===== config.mk =====
export PLATFORM = sky130hd
export DESIGN_NAME = io_timer_dev
export DESIGN_NICKNAME = d
export VERILOG_FILES = /design/src/rtl/io_timer_dev.sv
export SDC_FILE = /design/constraint.sdc
export NUM_CORES = 1
export LEC_CHECK = 0
export BUFFER_PORTS_ARGS = -buffer_cell sky130_fd_sc_hd__buf_2
export CAP_MARGIN = 20
export CORE_ASPECT_RATIO = 2
export CORE_UTILIZATION = 50
export DETAILED_ROUTE_END_ITERATION = 10
export GPL_ROUTABILITY_DRIVEN = 0
export GPL_TIMING_DRIVEN = 0
export PLACE_DENSITY_LB_ADDON = 0.05
export SKIP_CTS_REPAIR_TIMING = 1
export SYNTH_ARGS = -nofsm -noshare
export SYNTH_HDL_FRONTEND = slang
export SYNTH_SLANG_ARGS = --single-unit

===== constraint.sdc =====
create_clock -name clk -period 6.2 [get_ports clk]
set_clock_uncertainty 0.1 [all_clocks]
set_input_delay 0.31 -clock clk [delete_from_list [all_inputs] [get_ports clk]]
set_output_delay 0.31 -clock clk [all_outputs]
set_load 0.01 [all_outputs]

===== src/rtl/io_timer_dev.sv =====
// Memory-mapped interval timer: a prescaled up-counter with a programmable wrap
// limit, a sticky ready flag, an overflow flag for missed wraps and an interrupt.
module io_timer_dev #(
  parameter int              DBITS    = 16,
  parameter logic [DBITS-1:0] BASE    = 16'hF00,
  parameter int              PRESCALE = 50000
) (
  input  logic             clk,
  input  logic             reset,
  input  logic [DBITS-1:0] addr,
  input  logic [DBITS-1:0] wdata,
  input  logic             we,
  output logic             sel,
  output logic [DBITS-1:0] rdata,
  output logic             irq
);

  localparam int PW = (PRESCALE > 1) ? $clog2(PRESCALE) : 1;
  localparam logic [PW-1:0] PRE_LAST = PW'(PRESCALE - 1);

  logic [DBITS-1:0] cnt;
  logic [DBITS-1:0] lim;
  logic [PW-1:0]    pre;
  logic             en;
  logic             ie;
  logic             ready;
  logic             ovf;

  logic             wr_cnt;
  logic             wr_lim;
  logic             wr_ctl;
  logic             tick;
  logic             wrap;

  assign sel    = (addr[DBITS-1:3] == BASE[DBITS-1:3]);
  assign wr_cnt = we & sel & (addr[2:1] == 2'd0);
  assign wr_lim = we & sel & (addr[2:1] == 2'd1);
  assign wr_ctl = we & sel & (addr[2:1] == 2'd2);

  assign tick = en & (pre == PRE_LAST);
  // A software write to TCNT on the tick edge overrides the count, so no wrap.
  assign wrap = tick & ~wr_cnt & (lim != '0) & (cnt == lim - 1'b1);
  assign irq  = ready & ie;

  always_comb begin
    rdata = '0;
    if (sel) begin
      case (addr[2:1])
        2'd0:    rdata = cnt;
        2'd1:    rdata = lim;
        2'd2:    rdata = {{(DBITS-4){1'b0}}, ovf, ready, ie, en};
        default: rdata = DBITS'(pre);
      endcase
    end
  end

  always_ff @(posedge clk or posedge reset) begin
    if (reset) begin
      pre <= '0;
    end else if (wr_cnt || tick) begin
      pre <= '0;
    end else if (en) begin
      pre <= pre + 1'b1;
    end
  end

  always_ff @(posedge clk or posedge reset) begin
    if (reset) begin
      cnt <= '0;
    end else if (wr_cnt) begin
      cnt <= wdata;
    end else if (wrap) begin
      cnt <= '0;
    end else if (tick) begin
      cnt <= cnt + 1'b1;
    end
  end

  always_ff @(posedge clk or posedge reset) begin
    if (reset) begin
      lim <= '0;
    end else if (wr_lim) begin
      lim <= wdata;
    end
  end

  // Flags are set only by hardware; a software 0 clears them unless a set
  // event lands on the same edge.
  always_ff @(posedge clk or posedge reset) begin
    if (reset) begin
      en    <= 1'b0;
      ie    <= 1'b0;
      ready <= 1'b0;
      ovf   <= 1'b0;
    end else begin
      if (wr_ctl) begin
        en <= wdata[0];
        ie <= wdata[1];
      end
      if (wrap) begin
        ready <= 1'b1;
      end else if (wr_ctl && !wdata[2]) begin
        ready <= 1'b0;
      end
      if (wrap && ready) begin
        ovf <= 1'b1;
      end else if (wr_ctl && !wdata[3]) begin
        ovf <= 1'b0;
      end
    end
  end

endmodule


# Yosys cells after proc, flatten, opt, wreduce, memory -nomap -nowiden
# Cells that the tools add are included.
classes:
  bitwise: 10
  addsub: 3
  n_mux: 11
  n_reduce_logical: 12
  n_eq_ne: 5
ops:
  columns: ["op", "n"]
  rows:
  - ["16-bit 2-to-1 mux", 6]
  - ["16-bit one-hot mux with 3 select lines", 1]
  - ["16-bit by 1-bit adder with 16-bit output, second input constant", 2]
  - ["16-bit == test", 1]
  - ["16-bit == test, second input constant", 1]
  - ["16-bit nonzero test", 1]
  - ["16-bit by 1-bit subtractor with 16-bit output, second input constant", 1]
  - ["13-bit by 9-bit == test with 1-bit output, second input constant", 1]
  - ["1-bit bitwise AND", 9]
  - ["2-bit nonzero test", 3]
  - ["1-bit 2-to-1 mux", 4]
  - ["1-bit logical AND", 3]
  - ["3-bit nonzero test", 1]
  - ["2-bit by 1-bit == test with 1-bit output, second input constant", 1]
  - ["2-bit == test, second input constant", 1]
  - ["1-bit logical NOT", 2]
  - ["2-bit logical NOT", 1]
  - ["1-bit logical OR", 1]
  - ["1-bit NOT", 1]
word_totals:
  out_inout_bits: 18
  reg_bits: 52
  wordCells: 48
  input_bits: 35

# Longest topological paths before layout
depth:
  word_depth: 9
  depth_mapped: 13
  ltp_nobuf: 11

# Worst setup path before layout
# OpenSTA, ideal clock, no wires.
synth_timing:
  path_type: "reg-to-reg"
  from: "register pre[11]"
  to: "register cnt[3]"
  slack_ns: 2.977
  setup_time_ns: 0.141
  stages_incl_launch_ff: 13
  synth_period_minus_slack_ns: 3.223
  path_buffers: 3
  required_time_ns: 5.959
  arrival_time_ns: 2.981
  path_cell_list: "dfrtp_1 -> or4b_2 -> or4_1 -> clkbuf_1 -> nor4_1 -> o211ai_1 -> nor4_1 -> o2111a_1 -> buf_6 -> buf_4 -> nor2_1 -> o21ai_0 -> a31oi_1"
synth_between:
  elab_chain_cells: 7
  elab_cells_between_ends: 8
  classes_between: "eq/ne: 1; mux: 2; bitwise: 4; reduce/logical: 1"
synth_rtl:
  columns: ["element", "line_no", "source"]
  rows:
  - ["start: declaration", "23", "logic [PW-1:0] pre;"]
  - ["start signal: assignment", "63", "pre <= pre + 1'b1;"]
  - ["16-bit == test (*)", "40", "assign tick = en & (pre == PRE_LAST);"]
  - ["1-bit bitwise AND (*)", "40", null]
  - ["1-bit bitwise AND (3 in a row)", "42", "assign wrap = tick & ~wr_cnt & (lim != '0) & (cnt == lim - 1'b1);"]
  - ["16-bit 2-to-1 mux", "72", "end else if (wrap) begin"]
  - ["16-bit 2-to-1 mux", "70", "end else if (wr_cnt) begin"]
  - ["end signal: assignment", "71", "cnt <= wdata;"]
  - ["end signal: assignment", "75", "cnt <= cnt + 1'b1;"]
  - ["end: declaration", "21", "logic [DBITS-1:0] cnt;"]
# Mark *: on every way between the ends. The rest lies on a longest branch, timed or not.
# A chain may end at the register's enable or synchronous reset.

# Worst setup path in the final report
layout_timing:
  from: "register pre[11]"
  to: "register cnt[14]"
# The elaborated chain is that of the path after synthesis.

==> flow_summary.ini <==
[run_status]
status = finished, final reports clean

[synthesis]
synthArstFlopShare_pct = 100
syn_nets = 437
synth_edf_count = 0
netlist_area_um2 = 3520
netlist_instances = 398
synth.largest_area_cell = dfrtp_1
synthTopCellsByCount = nor2_1 (78), dfrtp_1 (52), a21oi_1 (29)
yosysMostFrequentCell = nor2_1
synth_flop_cell = dfrtp_1
ys_top_cells_by_area = dfrtp_1 (37%), nor2_1 (8.3%), mux2_2 (5.8%), mux2i_1 (4.8%), xor2_1 (4.5%)
synth_cell_type_count = 46
ys_warn_count = 0
synth_seq_cells = 52
syn_area_per_cell_um2 = 8.85
seq_area_frac_synth_pct = 36.9
yosys.area.top_type_share_pct = 36.9

[hold_path]
hp-start = wdata[9]
hold_depth = 2
worstHoldPathType = input pin to register
whs_endpoint = lim[9]

[clocking]
numCtsBuffers = 5
clkSinkCount = 52
clk_latency_ns = 0.29
cts_root_buf = clkbuf_16
path_clk_slew_ns = 0.07
htree_num_levels = 2
cts_tree = done
clockBufferDepth = 2

[job]
maxCapViolations = 0

[global_routing]
grtUsageTotal_pct = 28.8
grt_max_degree = 31
grt_pass1_wl_mm = 15.5
antenna_found_initial = 0
grt_pass1_vias = 3177
grt_remaining_overflow = 0

[critical_path]
crit_path_cell_trace = or4b_2 -> or4_1 -> clkbuf_1 -> nor4_1 -> o211ai_1 -> nor4_1 -> o2111a_1 -> buf_6 -> buf_4 -> nor2_1 -> a21oi_1 -> a21oi_1
critPathBufInv = 3
critPathLaunch = pre[11]
cp.depth = 12
endpoint_kind = register
crit-reg2reg-launch = pre[11]
crit_arrival_ns = 3.86
rr_endpoint = cnt[14]
crit_required_ns = 6.24
crit_type = register to register
critPathMaxStageDelay_ns = 0.69
cp_slowest_cell = or4b_2
rr_worst_depth = 12
start_kind = register
critical_path.top_delay_family = simple AND/OR/NAND/NOR gates
rrSetupSlack_ns = 2.37
cp_max_fo = 10

[power_and_ir_drop]
ir_worst_vdd_mv = 0.127
power_density_nw_per_um2 = 164
power.leakage_nw = 1.87

[placed_design]
dp_hpwl_mm = 7.20
io_buffers = 51

[timing]
period_minus_slack_ns = 3.83
max_slew_margin_pct = 47.6
fin_crit_sh_pct = 61.7
tns_ns = 0
maxSlewViolCount = 0
tightest_slew_ns = 0.786
max_freq_mhz = 261
rsz0062_at_grt = false
holdWs_ns = 0.161
setup_violations = 0
hold_viol_final = 0

[drt]
wl_per_cell_um = 17.6
drc = 0
vias = 3166
drtAntennaViolNets = 0
drt-initial-drc-count = 147
drt-pass1-iter-count = 4
wirelength_mm = 9.63
viasPerCell = 5.78

[cells_and_area]
insertedDiodeCount = 0
multiInputGateArea_um2 = 2090
layout.nets = 497
area_delta_synth_final_pct = 15.6
ff_latch_area_um2 = 1300
n_fill_cell = 681
drive_gt1_share_pct = 19.7

[floorplanning]
dieHeight_um = 121
core-area_um2 = 6890
rows = 43
io_pins = 53
start_util_pct = 51.2
die_x_um = 61.4
dieArea_um2 = 7410
==> flip-flops by register name (all words and copies together) (netlist names) <==
| name | count |
|---|---|
| ready | 1 |
| pre | 16 |
| ie | 1 |
| ovf | 1 |
| en | 1 |
| lim | 16 |
| cnt | 16 |
==> cells in the final DEF (no fill, tap or decap), types with 17 or more instances in the layout <==
master	count
nand2_1	18
mux2_2	18
buf_2	51
nor2_1	78
mux2i_1	17
clkbuf_1	20
xnor2_1	17
a21oi_1	29
dfrtp_1	52
xor2_1	18
==> cells by family (layout without fill, tap and decap cells) <==
kind of cell,Yosys count,after routing,synth area share [%]
xor gates and xnor gates,35,35,8.70
buffers and inverters,30,90,3.73
muxes,39,39,13.1
AOI/OAI and AO/OA,63,63,10.3
and+or+nand+nor,175,175,25.7
DFF,52,52,36.9
adders and majority gates,4,4,1.42
==> metal layers <==
metal | global-route usage [%] | share of wire, % | up-vias
met5 | 0 | 0 | -
met4 | 14.7 | 4.4 | 0
met3 | 3.85 | 2.8 | 25
met2 | 50.3 | 54 | 81
met1 | 32.3 | 39 | 1531
li1 | - | - | 1529
==> per-stage QoR <==
step / total power, mW / util (%) / setup WS, ns / cells / area [um^2]
2_1_floorplan: 0.365 / - / 2.98 / 398 / 3520
4_1_cts: 0.675 / 59.0 / 2.38 / 547 / 4060
6_report: 0.669 / 59.2 / 2.37 / 548 / 4070
3_3_place_gp: 0.382 / 56.5 / 2.40 / 539 / 3890
5_1_grt: 0.692 / 59.2 / 2.19 / 548 / 4070
3_5_place_dp: 0.384 / 56.8 / 2.41 / 540 / 3910
==> area by class of cell <==
class,instances,area share [%]
Multi-Input combinational cell,316,51.3
Sequential cell,52,31.9
Timing Repair Buffer,53,7.00
Clock buffer,7,3.75
Tap cell,90,2.76
Buffer,23,2.58
Inverter,7,0.645
==> power breakdown <==
group / internal, mW / switching [mW] / total (mW)
clock network: 0.170 / 0.122 / 0.292
registers: 0.339 / 0.000394 / 0.340
logic: 0.0166 / 0.0214 / 0.0379
total: 0.526 / 0.144 / 0.669
==> how the worst max path moves through the flow <==
stage                          to
after CTS                  cnt[2]
after floorplan            cnt[3]
after global placement     cnt[3]
after detailed placement   cnt[2]
after global routing       cnt[2]
final                     cnt[14]
Power figures use the tool's default switching activity.
